File: src/rtl/freq_sweep_pkg.sv
// freq_sweep_pkg
// Shared definitions for the frequency-sweep handshake: the stepper FSM
// state encoding and the default sweep constants. DEF_LOCK_SETTLE is also
// the lock-settle threshold used by ram_top, so both ends agree on what
// "stably locked" means.
// No ports (package).
package freq_sweep_pkg;

    localparam int DEF_FW           = 9;
    localparam int DEF_F_MIN        = 50;
    localparam int DEF_F_MAX        = 400;
    localparam int DEF_LOCK_SETTLE  = 32;
    localparam int DEF_BUSY_TIMEOUT = 1024;

    typedef enum logic [1:0] {
        PROG      = 2'd0,
        WAIT_BUSY = 2'd1,
        SETTLE    = 2'd2,
        READY     = 2'd3
    } sweep_state_t;

endpackage

File: src/rtl/lock_settle_counter.sv
// lock_settle_counter
// Saturating count of consecutive cycles with `inc` high. `done` is high
// while the count sits at LIMIT-1, i.e. LIMIT qualifying cycles have been
// seen once the current one (with inc high) is included.
// Ports:
//   clk, rst : clock, asynchronous active-high reset
//   clear    : synchronous clear (wins over inc)
//   inc      : count this cycle
//   done     : count has reached LIMIT-1
module lock_settle_counter
    import freq_sweep_pkg::*;
#(
    parameter int LIMIT = DEF_LOCK_SETTLE
) (
    input  logic clk,
    input  logic rst,
    input  logic clear,
    input  logic inc,
    output logic done
);

    localparam int CW = $clog2(LIMIT + 1);
    localparam logic [CW-1:0] TOP = CW'(LIMIT - 1);

    logic [CW-1:0] count;

    always_ff @(posedge clk or posedge rst) begin
        if (rst) begin
            count <= '0;
        end else if (clear) begin
            count <= '0;
        end else if (inc && (count != TOP)) begin
            count <= count + 1'b1;
        end
    end

    assign done = (count == TOP);

endmodule

File: src/rtl/pll_freq_stepper.sv
// pll_freq_stepper
// Responder end of the frequency-sweep handshake. Steps a frequency code
// on request, programs the PLL reconfiguration core and reports when the
// PLL is stably locked at the new code.
//
// Handshakes:
//   next_frequency/freq_ready : a one-cycle request is taken in a READY cycle
//     (freq_ready high); requests outside READY are held in a one-deep
//     pending flag and served on the first READY cycle.
//   cfg_write/cfg_busy : cfg_write pulses for one cycle with cfg_mult valid;
//     busy is ignored in that write cycle, and the core is considered done
//     on the first later cycle busy is low (or after BUSY_TIMEOUT cycles).
//
// Ports:
//   CLOCK_50, reset  : clock, asynchronous active-high reset
//   next_frequency   : one-cycle step request
//   add[3:0]         : step size, sampled when the step is taken
//   frequency        : current frequency code (== cfg_mult)
//   freq_ready       : PLL programmed and stably locked at frequency
//   cfg_write        : one-cycle reconfiguration start pulse
//   cfg_mult         : code presented to the reconfiguration core
//   cfg_busy         : reconfiguration core busy
//   pll_locked       : synchronised PLL lock indicator
//   cfg_error        : sticky busy-timeout flag
//   sweep_wrapped    : (PLL_FREQ_STEPPER_WRAP_FLAG_EN only) pulses on a step
//                      that wraps to F_MIN; further steps are then inhibited
module pll_freq_stepper
    import freq_sweep_pkg::*;
#(
    parameter int FW           = DEF_FW,
    parameter int F_MIN        = DEF_F_MIN,
    parameter int F_MAX        = DEF_F_MAX,
    parameter int LOCK_SETTLE  = DEF_LOCK_SETTLE,
    parameter int BUSY_TIMEOUT = DEF_BUSY_TIMEOUT
) (
    input  logic          CLOCK_50,
    input  logic          reset,
    input  logic          next_frequency,
    input  logic [3:0]    add,
    output logic [FW-1:0] frequency,
    output logic          freq_ready,
    output logic          cfg_write,
    output logic [FW-1:0] cfg_mult,
    input  logic          cfg_busy,
    input  logic          pll_locked,
    output logic          cfg_error
`ifdef PLL_FREQ_STEPPER_WRAP_FLAG_EN
    ,
    output logic          sweep_wrapped
`endif
);

    localparam int TW = $clog2(BUSY_TIMEOUT + 1);
    localparam logic [TW-1:0] T_LAST    = TW'(BUSY_TIMEOUT - 1);
    localparam logic [FW:0]   F_MAX_EXT = (FW+1)'(F_MAX);
    localparam logic [FW-1:0] F_MIN_C   = FW'(F_MIN);

    sweep_state_t  state, state_n;
    logic [FW-1:0] freq_n;
    logic          pending, pending_n;
    logic [TW-1:0] tcnt, tcnt_n;
    logic          ready_n, write_n, error_n;
    logic          settle_done, settle_clear, settle_inc;
    logic [FW:0]   sum;
    logic          wraps;
`ifdef PLL_FREQ_STEPPER_WRAP_FLAG_EN
    logic          wrapped_seen, seen_n, wrap_pulse_n;
`endif

    // Sum in FW+1 bits so an overflow past 2^FW still compares above F_MAX.
    assign sum   = {1'b0, frequency} + {{(FW-3){1'b0}}, add};
    assign wraps = (sum > F_MAX_EXT);

    // Counter runs only while locked in SETTLE; anything else restarts it,
    // which also gives the clear on every SETTLE entry.
    assign settle_inc   = (state == SETTLE) && pll_locked;
    assign settle_clear = !settle_inc;

    lock_settle_counter #(
        .LIMIT (LOCK_SETTLE)
    ) u_settle (
        .clk   (CLOCK_50),
        .rst   (reset),
        .clear (settle_clear),
        .inc   (settle_inc),
        .done  (settle_done)
    );

    always_comb begin
        state_n   = state;
        freq_n    = frequency;
        pending_n = pending | next_frequency;
        tcnt_n    = tcnt;
        error_n   = cfg_error;
`ifdef PLL_FREQ_STEPPER_WRAP_FLAG_EN
        seen_n       = wrapped_seen;
        wrap_pulse_n = 1'b0;
`endif
        case (state)
            PROG: begin
                tcnt_n  = '0;
                state_n = WAIT_BUSY;
            end
            WAIT_BUSY: begin
                tcnt_n = tcnt + 1'b1;
                // tcnt == 0 is the write cycle; busy cannot be valid yet.
                if ((tcnt != '0) && !cfg_busy) begin
                    state_n = SETTLE;
                end else if (tcnt == T_LAST) begin
                    state_n = SETTLE;
                    error_n = 1'b1;
                end
            end
            SETTLE: begin
                if (pll_locked && settle_done) begin
                    state_n = READY;
                end
            end
            READY: begin
                // Lock loss wins; a simultaneous request stays pending.
                if (!pll_locked) begin
                    state_n = SETTLE;
                end else if (pending || next_frequency) begin
                    pending_n = 1'b0;
`ifdef PLL_FREQ_STEPPER_WRAP_FLAG_EN
                    if (!wrapped_seen) begin
                        freq_n       = wraps ? F_MIN_C : sum[FW-1:0];
                        state_n      = PROG;
                        wrap_pulse_n = wraps;
                        seen_n       = wraps;
                    end
`else
                    freq_n  = wraps ? F_MIN_C : sum[FW-1:0];
                    state_n = PROG;
`endif
                end
            end
            default: state_n = PROG;
        endcase
        write_n = (state == PROG);
        ready_n = (state_n == READY);
    end

    always_ff @(posedge CLOCK_50 or posedge reset) begin
        if (reset) begin
            state      <= PROG;
            frequency  <= F_MIN_C;
            freq_ready <= 1'b0;
            cfg_write  <= 1'b0;
            cfg_error  <= 1'b0;
            pending    <= 1'b0;
            tcnt       <= '0;
`ifdef PLL_FREQ_STEPPER_WRAP_FLAG_EN
            wrapped_seen  <= 1'b0;
            sweep_wrapped <= 1'b0;
`endif
        end else begin
            state      <= state_n;
            frequency  <= freq_n;
            freq_ready <= ready_n;
            cfg_write  <= write_n;
            cfg_error  <= error_n;
            pending    <= pending_n;
            tcnt       <= tcnt_n;
`ifdef PLL_FREQ_STEPPER_WRAP_FLAG_EN
            wrapped_seen  <= seen_n;
            sweep_wrapped <= wrap_pulse_n;
`endif
        end
    end

    assign cfg_mult = frequency;

endmodule

File: config.mk
export PLATFORM = sky130hd
export DESIGN_NAME = pll_freq_stepper
export DESIGN_NICKNAME = d
export VERILOG_FILES = /design/src/rtl/freq_sweep_pkg.sv /design/src/rtl/lock_settle_counter.sv /design/src/rtl/pll_freq_stepper.sv
export SDC_FILE = /design/constraint.sdc
export NUM_CORES = 1
export LEC_CHECK = 0
export BUFFER_PORTS_ARGS = -buffer_cell sky130_fd_sc_hd__buf_2
export CORE_MARGIN = 3
export CORE_UTILIZATION = 57
export DETAILED_ROUTE_END_ITERATION = 12
export PLACE_DENSITY_LB_ADDON = 0.15
export SYNTH_ARGS = -nofsm -noshare
export SYNTH_HDL_FRONTEND = slang
export SYNTH_HIERARCHICAL = 1
export SYNTH_SLANG_ARGS = --single-unit
File: constraint.sdc
create_clock -name CLOCK_50 -period 3.2 [get_ports CLOCK_50]
set_clock_uncertainty 0.2 [all_clocks]
set_input_delay 0.32 -clock CLOCK_50 [delete_from_list [all_inputs] [get_ports CLOCK_50]]
set_output_delay 0.32 -clock CLOCK_50 [all_outputs]
set_load 0.1 [all_outputs]
==> results of run 1 <==
per-stage QoR:
| step | hold WS [ps] | utilization [%] | worst slack [ps] | std cells |
|---|---|---|---|---|
| 6_report | 37.84 | 67.54 | 434.4 | 276 |
| 5_1_grt | 34.71 | 67.54 | 320.8 | 276 |
| 4_1_cts | 23.51 | 67.54 | 452.7 | 276 |
| 3_5_place_dp | 60.52 | 65.39 | 441.2 | 267 |
| 3_3_place_gp | 53.73 | 65.39 | 529.4 | 267 |
| 2_1_floorplan | -89.04 | - | 114.6 | 211 |
sequential cells by signal (all words and copies together), names as in the netlist:
| signal | count |
|---|---|
| state | 2 |
| cfg_write | 1 |
| cfg_mult | 9 |
| tcnt | 11 |
| cfg_error | 1 |
| freq_ready | 1 |
| u_settle/count | 6 |
| pending | 1 |
cells by family after synthesis:
| logic type | Yosys count | share of synthesized area, % |
|---|---|---|
| AOI/OAI and AO/OA | 41 | 15.55 |
| xor gates and xnor gates | 9 | 3.935 |
| adders and majority gates | 8 | 5.371 |
| buffers and inverters | 23 | 6.558 |
| DFF | 32 | 40.16 |
| muxes | 7 | 3.748 |
| and+or+nand+nor | 91 | 24.67 |
layout make-up:
type                            count  area, um2  area share, %
Inverter                            6      22.52          1.041
Timing Repair Buffer               30      155.1          7.172
Sequential cell                    32      804.5          37.19
Multi-Input combinational cell    156       1067          49.33
Clock buffer                        8      58.81          2.718
Tap cell                           44      55.05          2.545
cell usage in the layout, fill, tap and decap left out, types with 3 or more instances in the layout:
| cell type | n |
|---|---|
| a21o_1 | 3 |
| a21oi_1 | 9 |
| a22o_1 | 4 |
| a31oi_1 | 4 |
| and3_1 | 4 |
| buf_2 | 29 |
| clkbuf_4 | 5 |
| dfrtp_1 | 29 |
| dfstp_2 | 3 |
| ha_1 | 7 |
| inv_1 | 6 |
| mux2_2 | 4 |
| mux2i_1 | 3 |
| nand2_1 | 16 |
| nand2b_1 | 3 |
| nand3_1 | 16 |
| nand4_1 | 3 |
| nor2_1 | 20 |
| nor2b_1 | 3 |
| nor3_1 | 5 |
| o21ai_0 | 6 |
| or2_2 | 3 |
| or3_1 | 3 |
| xor2_1 | 7 |
power groups by stage:
stage / Sequential, mW / Combinational (mW) / Clock, mW
floorplan: 0.887 / 0.794 / 0
global placement: 0.642 / 1.13 / 0
detailed placement: 0.649 / 1.15 / 0
CTS: 0.640 / 1.15 / 0.249
global route: 0.662 / 1.22 / 0.268
finish: 0.642 / 1.15 / 0.239
critical path, delay by kind of cell (launching register included):
kind / cells / cell delay (ps)
compound gates: 4 / 1140
simple gates: 2 / 320
fa+ha+maj: 2 / 620
flops: 1 / 420
final timing paths:
| kind | start | endpoint | cells past startpoint | slack (ps) |
|---|---|---|---|---|
| worst max-delay path | cfg_mult[0] | cfg_mult[1] | 8 | 430 |
| worst min-delay path | pll_locked | pending | 2 | 40 |
| worst max register to register | cfg_mult[0] | cfg_mult[1] | 8 | 430 |
| worst min register to register | cfg_error | cfg_error | 1 | 290 |
| max in group asynchronous | reset | tcnt[5] | 3 | 1590 |
| min in group asynchronous | reset | u_settle/count[3] | 3 | 260 |
routing by layer:
metal  part of all wire [%]  wire [um]
met1                     45       1884
met2                     49       2070
met3                    5.0        210
met4                    1.0         44
met5                      0          0
==> results.md, run 1 <==
* Outcome: completed
* Ys flop type: dfrtp_1
* Nets at 248
* Drt initial violations at 166
* CTS sink cnt at 32
* Post-CTS sizing at 0
* Crit-path cells: ha_1, fa_1, a211o_1, nand3_1, o211ai_1, a31o_2, a221oi_4, nand3b_1
* Leak at slightly above 1 nW
* Die width at 65.28 um
* Vias at 1686
* Drt wl/cell at roughly 15 um
* Met2 Resource Use GR at 34.77%
* Design area at 2163 um2
* Post-Syn Instances at 211
* RSZ-0062 raised after global routing: no
* Hold crit path type: in2reg
* Met1 Usage GRT at 27.37%
* ANT cells at 0
* Postcts setup bufs at 0
* Type of origin of the critical path: flop
* Drt pass-1 iters at 4
* M3 GR Usage at 5.299%
* NetSw at 1.148 mW
* Max cap viols at 0
* Vias in the first global route at 1561
* Initial Util at 62.54%
* Sw frac at between 50 and 60%
* Crit path max fanout at 7
* Global route total overflow at 0
* FILL cells at 273
* Height of the die at 65.28 um
* Area share of the largest cell type after synthesis at 36.23%
* Sequential area share after synthesis at 40.16%
* Post-synth EDFFs at 0
* Final setup vio count at 0
* CTS tree: built
* Final ANT Viol Nets at 0
* Gr busiest metal: met2
* Mean Syn Cell Area at 9.494 um2
* Slew Limit Fails at 0
* Pwr Total at 2.035 mW
* First-pass GRT wire length at 7.093 mm
* H-tree Lvls at 2
* Area grow syn2layout at 7.995%
* Worst-Skew Late Latency at 320 ps
* Worst-margin pin slew at 1013 ps
* Hold Buf Count CTS at 1
* Worst rel slew slack at 32.38%
* Dpl hpwl at just over 3 mm
* Top cells by count, synth: dfrtp_1, nor2_1, nand2_1, nand3_1
* Number of distinct library cells after synthesis at 52
* Rows at 20
* Core Footprint at 3203 um2
* Crit share post-route at 86.42%
* DP Area at 2095 um2
* Die area at 4261 um2
* Initial antenna violation count at 0
* Vias per cell at 6.109
* Setup_tns at 0 ps
* Post-synthesis register bit count at 32
* Root buf cell: clkbuf_4
* Crit Path Class: reg2reg
* Fmax at 361.6 MHz
* Power density cells at between 900 and 1000 nW/um2
* Share of layout cells above drive strength 1 at between 20 and 25%
* Max incr delay on CP at 420 ps
* Largest net degree at the start of global routing at 27
* Most frequent cell after synthesis: dfrtp_1
* Synth Warn # at 6
* Combinational Power Share at 56.7%
* Port buffer count at 29
* Crit path DAT at 2820 ps
* Final wirelength at 4.211 mm
* Deepest clock path buffer count at 2
* Flop pwr share at 31.6%
* Setup crit end kind: flop
* Ports at 30
* Yosys top cell by area: dfrtp_1
* Post-synth ARST share at 100.0%
* Post-Syn Area at 2003 um2
* TritonCTS buffer count at 5
* Total global-route track usage at a little over a fifth
* GP Congestion at 0.8915
* Tmin final at ~2800 ps
* Syn Nets at 228
* CP max stage cell: dfrtp_1
* Synth top area cells: dfrtp_1, ha_1, nand3_1
* Clk network pwr share at 11.8%
* Peak VDD IR at 0.4042 mV
* DRC at 0
* Hold Vio Cnt, Final at 0
* Cell-internal power at 0.8864 mW
* Worst EP required at 3250 ps
* Worst-path clk slew at 100 ps
No activity file was read; power rests on OpenSTA's default activity.
==> inputs of run 2 (changes only) <==
--- a/config.mk
+++ b/config.mk
@@ -10,6 +10,7 @@
 export CORE_UTILIZATION = 57
 export DETAILED_ROUTE_END_ITERATION = 12
 export PLACE_DENSITY_LB_ADDON = 0.15
+export RECOVER_POWER = 100
 export SYNTH_ARGS = -nofsm -noshare
 export SYNTH_HDL_FRONTEND = slang
 export SYNTH_HIERARCHICAL = 1
==> run 2 against run 1 <==
Hold slack better by 2.5 ps. Sequential power about the same. Cell area is 1.8% lower. Core utilization is 1.2 points lower. Combinational power hardly changed. Setup slack worse by 71 ps. Maximum frequency decreased by 2.5%. Largest power group unchanged. First-iteration DRC count did not move. Clock-buffer cell count did not move. Critical endpoint unchanged. Sequential cell count unchanged. Routed wire length is essentially flat. Clock power about the same.
==> results.md, run 2 (synthesized netlist as in run 1, its figures left out) <==
* Worst setup startpoint: cfg_mult[0]
* DRC at 0 (unchanged)
* Largest reg by FF count: tcnt
* Die width at 65.28 um (unchanged)
* First-pass GRT wire length at 7.093 mm (unchanged)
* GP Congestion at 0.8915 (unchanged)
* Vias at 1666 (-1.2%)
* FILL cells at 292 (+7.0%)
* Setup_tns at 0 ps (unchanged)
* Port buffer count at 29 (unchanged)
* Commonest non-fill, non-tap cells in the layout: dfrtp_1, clkbuf_1, nor2_1
* R2R depth at 8 (unchanged)
* Worst-margin pin slew at 1176 ps (+163.2 ps)
* Final wirelength at 4.215 mm (about the same)
* Rows at 20 (unchanged)
* Ports at 30 (unchanged)
* Hold crit path type: in2reg
* Commonest non-fill, non-tap cell in the layout: dfrtp_1
* Vias in the first global route at 1561 (unchanged)
* Crit-path cells: ha_1, fa_1, a211o_1, nand3_1, o211ai_1, a31o_2, a221oi_2, nand3b_1
* Root buf cell: clkbuf_4
* RSZ-0062 raised after global routing: no
* Global route total overflow at 0 (unchanged)
* CTS sink cnt at 32 (unchanged)
* H-tree Lvls at 2 (unchanged)
* Tmin final at 2836 ps (+70.76 ps)
* Vias per cell at 6.036 (-1.2%)
* Worst-path clk slew at 100 ps (about the same)
* Drt wl/cell at 15.27 um (about the same)
* Peak VDD IR at 0.4007 mV (-0.85%)
* Area grow syn2layout at 6.059%
* Min Hold Slack at 40.34 ps (+2.503 ps)
* Slew Limit Fails at 0 (unchanged)
* TritonCTS buffer count at 5 (unchanged)
* Worst-Skew Late Latency at 320 ps (about the same)
* Total global-route track usage at 21.20% (unchanged)
* Worst rel slew slack at 21.91% (-10 points)
* Deepest clock path buffer count at 2 (unchanged)
* Dpl hpwl at 3.064 mm (unchanged)
* Crit share post-route at 88.64% (+2.2 points)
* Crit Path Class: reg2reg
* Drt initial violations at 166 (unchanged)
* Worst Setup EP: cfg_mult[1]
* Type of origin of the critical path: flop
* ANT cells at 0 (unchanged)
* CP max stage cell: a221oi_2
* Share of layout cells above drive strength 1 at 12.07% (-10 points)
* Initial Util at 62.54% (unchanged)
* Max incr delay on CP at 450 ps (+30 ps)
* Hold Vio Cnt, Final at 0 (unchanged)
* Reg-to-Reg End: cfg_mult[1]
* Setup crit end kind: flop
* CTS tree: built
* Worst EP required at 3260 ps (about the same)
* Power density cells at 943.6 nW/um2 (+0.32%)
* Die area at 4261 um2 (unchanged)
* Crit Reg-Reg Startpoint: cfg_mult[0]
* Reg2reg setup slack at 360 ps (-70 ps)
* Final ANT Viol Nets at 0 (unchanged)
* Initial antenna violation count at 0 (unchanged)
* Outcome: completed
* Nets at 248 (unchanged)
* Crit path max fanout at 7 (unchanged)
* Height of the die at 65.28 um (unchanged)
* Leak at 0.9391 nW (-8.8%)
* Crit path DAT at 2890 ps (+70 ps)
* Largest net degree at the start of global routing at 27 (unchanged)
* Core Footprint at 3203 um2 (unchanged)
* Fmax at 352.6 MHz (-2.5%)
* Final setup vio count at 0 (unchanged)
* Max reg flops at 11 (unchanged)
* Drt pass-1 iters at 4 (unchanged)
* Max cap viols at 0 (unchanged)
run 2: critical path, delay by kind of cell (launching register included):
family / cells / cell delay [ps]
AND/OR/NAND/NOR: 2 / 320
flip-flops: 1 / 430
AO/OA/AOI/OAI: 4 / 1190
adder cells (fa/ha/maj): 2 / 620
run 2: timing repair:
| action | in CTS | in global routing |
|---|---|---|
| resized for setup | 0 | 0 |
| buffers inserted | 0 | 0 |
| hold buffers | 1 | 0 |
| endpoints found under the hold margin | 6 | 0 |
run 2: worst min path at each step:
stage                           from                 to  slack, ps  cells past startpoint
final                     pll_locked            pending         40                      2
after global routing      pll_locked            pending         30                      2
after CTS                 pll_locked            pending         20                      2
after detailed placement       reset  u_settle/count[3]         60                      2
after global placement         reset  u_settle/count[3]         50                      2
after floorplan                reset  u_settle/count[0]        -90                      1
run 2: per-stage QoR:
step | utilization (%) | instance area [um2] | setup slack (ps) | power [mW] | instances
2_1_floorplan | - | 2003 | 114.6 | 1.681 | 211
3_3_place_gp | 65.39 | 2095 | 529.4 | 1.768 | 267
3_5_place_dp | 65.39 | 2095 | 441.2 | 1.798 | 267
4_1_cts | 67.54 | 2163 | 452.7 | 2.043 | 276
5_1_grt | 66.33 | 2125 | 210.2 | 2.124 | 276
6_report | 66.33 | 2125 | 363.7 | 2.005 | 276
run 2: area by class of cell:
type | instances | area [um2] | area share (%)
Clock buffer | 8 | 58.81 | 2.768
Inverter | 6 | 22.52 | 1.060
Multi-Input combinational cell | 156 | 1056 | 49.71
Sequential cell | 32 | 804.5 | 37.87
Tap cell | 44 | 55.05 | 2.591
Timing Repair Buffer | 30 | 127.6 | 6.007
run 2: power breakdown:
| group | leakage, nW | internal (mW) | total [mW] | switching (mW) |
|---|---|---|---|---|
| Combinational | 0.489 | 0.250 | 1.12 | 0.871 |
| Clock | 0.0326 | 0.108 | 0.240 | 0.131 |
| Sequential | 0.418 | 0.501 | 0.643 | 0.142 |
| Total | 0.939 | 0.859 | 2.00 | 1.15 |
run 2: layer usage:
| metal | part of all wire [%] | vias up | global-route usage (%) |
|---|---|---|---|
| met2 | 48 | 67 | 34.77 |
| met4 | 1.2 | 0 | 6.995 |
| li1 | - | 800 | - |
| met5 | 0 | - | 0 |
| met3 | 5.3 | 8 | 5.299 |
| met1 | 45 | 791 | 27.37 |
==> inputs of run 3 (changes only) <==
--- a/config.mk
+++ b/config.mk
@@ -6,7 +6,8 @@
 export NUM_CORES = 1
 export LEC_CHECK = 0
 export BUFFER_PORTS_ARGS = -buffer_cell sky130_fd_sc_hd__buf_2
-export CORE_MARGIN = 3
+export CAP_MARGIN = 15
+export CORE_MARGIN = 2
 export CORE_UTILIZATION = 57
 export DETAILED_ROUTE_END_ITERATION = 12
 export PLACE_DENSITY_LB_ADDON = 0.15
==> constraint.sdc (replaced) <==
create_clock -name CLOCK_50 -period 3.2 [get_ports CLOCK_50]
set_clock_uncertainty 0.2 [all_clocks]
set_input_delay 0 -clock CLOCK_50 [delete_from_list [all_inputs] [get_ports CLOCK_50]]
set_output_delay 0 -clock CLOCK_50 [all_outputs]
set_load 0.1 [all_outputs]
==> run 3 against run 2 <==
First-iteration DRC count is 42% lower. Critical path type unchanged. Hold slack better by 65 ps. Die area is 6.0% lower. Sequential power increased by 1%. Routed wire length is 1.8% lower. Cell area rose by 4.4%. Clock power rose by 11%. Setup slack better by 6.0 ps. Core utilization decreased by 0.37 points. Critical endpoint is now cfg_mult[4]. Maximum frequency increased by 0.21%. Via count down 2.4%. Total power increased by 2.5%.
==> results.md, run 3 (synthesized netlist as in run 1, its figures left out) <==
* Final ANT Viol Nets at 0 (unchanged)
* Outcome: completed
* Sw frac at 56.45% (-0.68 points)
* Drt initial violations at 96 (-42%)
* FILL cells at 322 (+10%)
* Height of the die at 63.28 um (-3.1%)
* GP Congestion at 0.9006 (+1.0%)
* Worst-path clk slew at 100 ps (about the same)
* Setup_tns at 0 ps (unchanged)
* Hold crit path type: in2reg
* Commonest non-fill, non-tap cell in the layout: dfrtp_1
* Dpl hpwl at 2.863 mm (-6.6%)
* Leak at 0.9796 nW (+4.3%)
* Area grow syn2layout at 10.74%
* Clk network pwr share at 13.0% (+1.0 points)
* Power density cells at 926.6 nW/um2 (-1.8%)
* Crit Path Class: reg2reg
* Largest reg by FF count: tcnt
* Drt wl/cell at 14.47 um (-5.2%)
* Vias per cell at 5.685 (-5.8%)
* Max cap viols at 0 (unchanged)
* Worst-margin pin slew at 1166 ps (-10.84 ps)
* TritonCTS buffer count at 5 (unchanged)
* Flop pwr share at 31.6% (-0.5 points)
* Crit-path leading delay family: compound AO/OA/AOI/OAI gates
* Vias at 1626 (-2.4%)
* CP max stage cell: a221oi_2
* Worst rel slew slack at 22.63% (+0.72 points)
* Share of layout cells above drive strength 1 at 12.50% (+0.43 points)
* Design area at 2218 um2 (+4.4%)
* Rows at 21 (+5.0%)
* Type of origin of the critical path: flop
* Nets at 256 (+3.2%)
* Initial antenna violation count at 0 (unchanged)
* Die width at 63.28 um (-3.1%)
* Die area at 4004 um2 (-6.0%)
* Bufs and invs on worst path at 0 (unchanged)
* Core Footprint at 3363 um2 (+5.0%)
* H-tree Lvls at 2 (unchanged)
* Combinational Power Share at 55.4% (-0.6 points)
* Post-CTS sizing at 0 (unchanged)
* Total global-route track usage at 22.88% (+1.7 points)
* Hold Vio Cnt, Final at 0 (unchanged)
* Global route total overflow at 0 (unchanged)
* CTS sink cnt at 32 (unchanged)
* CTS tree: built
* Peak VDD IR at 0.4178 mV (+4.3%)
* ANT cells at 0 (unchanged)
* Setup crit end kind: flop
* Crit share post-route at 88.45% (-0.19 points)
* Deepest clock path buffer count at 2 (unchanged)
* Max reg flops at 11 (unchanged)
* Commonest non-fill, non-tap cells in the layout: dfrtp_1, clkbuf_1, nor2_1
* DRC at 0 (unchanged)
* Final core occ at 65.96% (-0.37 points)
* Initial Util at 59.56% (-3.0 points)
* Root buf cell: clkbuf_4
* Cell-internal power at 0.8951 mW (+4.2%)
* Final setup vio count at 0 (unchanged)
* Crit path DAT at 2910 ps (+20 ps)
* Largest net degree at the start of global routing at 27 (unchanged)
* Ports at 30 (unchanged)
* Final wirelength at 4.139 mm (-1.8%)
* Crit path max fanout at 7 (unchanged)
* Crit-path cells: ha_1, fa_1, a211o_1, nand3_1, o211ai_1, a31o_2, a221oi_2, nand2b_1
* DP Area at 2097 um2 (+0.12%)
* Vias in the first global route at 1592 (+2.0%)
* Slew Limit Fails at 0 (unchanged)
* Fmax at 353.3 MHz (+0.21%)
* Worst-Skew Late Latency at 330 ps (about the same)
* Tmin final at 2830 ps (-5.967 ps)
* NetSw at 1.160 mW (+1.3%)
* Worst EP required at 3280 ps (+20 ps)
* Max incr delay on CP at 470 ps (+20 ps)
* First-pass GRT wire length at 7.196 mm (+1.5%)
* Port buffer count at 29 (unchanged)
* Drt pass-1 iters at 4 (unchanged)
* RSZ-0062 raised after global routing: no
## run 3: cell type report
| class | count | area (um2) | area share [%] |
|---|---|---|---|
| multi-input cells | 156 | 1056 | 47.60 |
| flip-flops and latches | 32 | 804.5 | 36.27 |
| repair buffers | 38 | 209.0 | 9.419 |
| clock buffers | 8 | 68.82 | 3.102 |
| well taps | 46 | 57.56 | 2.594 |
| inverters | 6 | 22.52 | 1.015 |
## run 3: worst paths after layout
path,start,end,slack (ps),depth (start not counted)
max,cfg_mult[0],cfg_mult[4],370,8
min,add[3],cfg_mult[3],110,6
max reg2reg,cfg_mult[0],cfg_mult[4],370,8
min reg2reg,cfg_error,cfg_error,280,1
max in group asynchronous,reset,tcnt[1],1960,3
min in group asynchronous,reset,freq_ready,230,3
## run 3: per-layer routing
| layer | routed length, um | vias up | global-route usage (%) | share of wire [%] |
|---|---|---|---|---|
| met1 | 1901 | 772 | 30.13 | 46 |
| met3 | 150 | 8 | 5.179 | 3.6 |
| met2 | 2026 | 31 | 36.84 | 49 |
| li1 | - | 815 | - | - |
| met5 | 0 | - | 0 | 0 |
| met4 | 61 | 0 | 8.967 | 1.5 |
## run 3: worst reg2reg max path: stages, from the launching register on
cell and delay, ps:
dfrtp_1 420, ha_1 220, fa_1 400, a211o_1 390
nand3_1 140, o211ai_1 100, a31o_2 250, a221oi_2 470
nand2b_1 190
## run 3: per-stage QoR
| step | instances | hold WS (ps) | power (mW) | worst slack, ps |
|---|---|---|---|---|
| detailed placement | 269 | -264.0 | 1.801 | 453.2 |
| finish | 286 | 105.5 | 2.055 | 369.6 |
| CTS | 286 | 78.11 | 2.089 | 443.9 |
| global route | 286 | 141.8 | 2.179 | 157.1 |
| floorplan | 211 | -409.0 | 1.681 | 114.6 |
| global placement | 269 | -272.0 | 1.775 | 566.4 |
## run 3: what timing repair did
action / CTS / global route
setup endpoints to repair: 0 / 0
buffers inserted: 0 / 0
hold buffers: 9 / 0
endpoints found under the hold margin: 38 / 0
## run 3: power groups by stage
stage               Combinational, mW  Clock, mW  Sequential (mW)
finish                           1.14      0.267            0.650
global route                     1.21      0.294            0.675
CTS                              1.17      0.277            0.646
detailed placement               1.15          0            0.654
global placement                 1.13          0            0.643
floorplan                       0.794          0            0.887
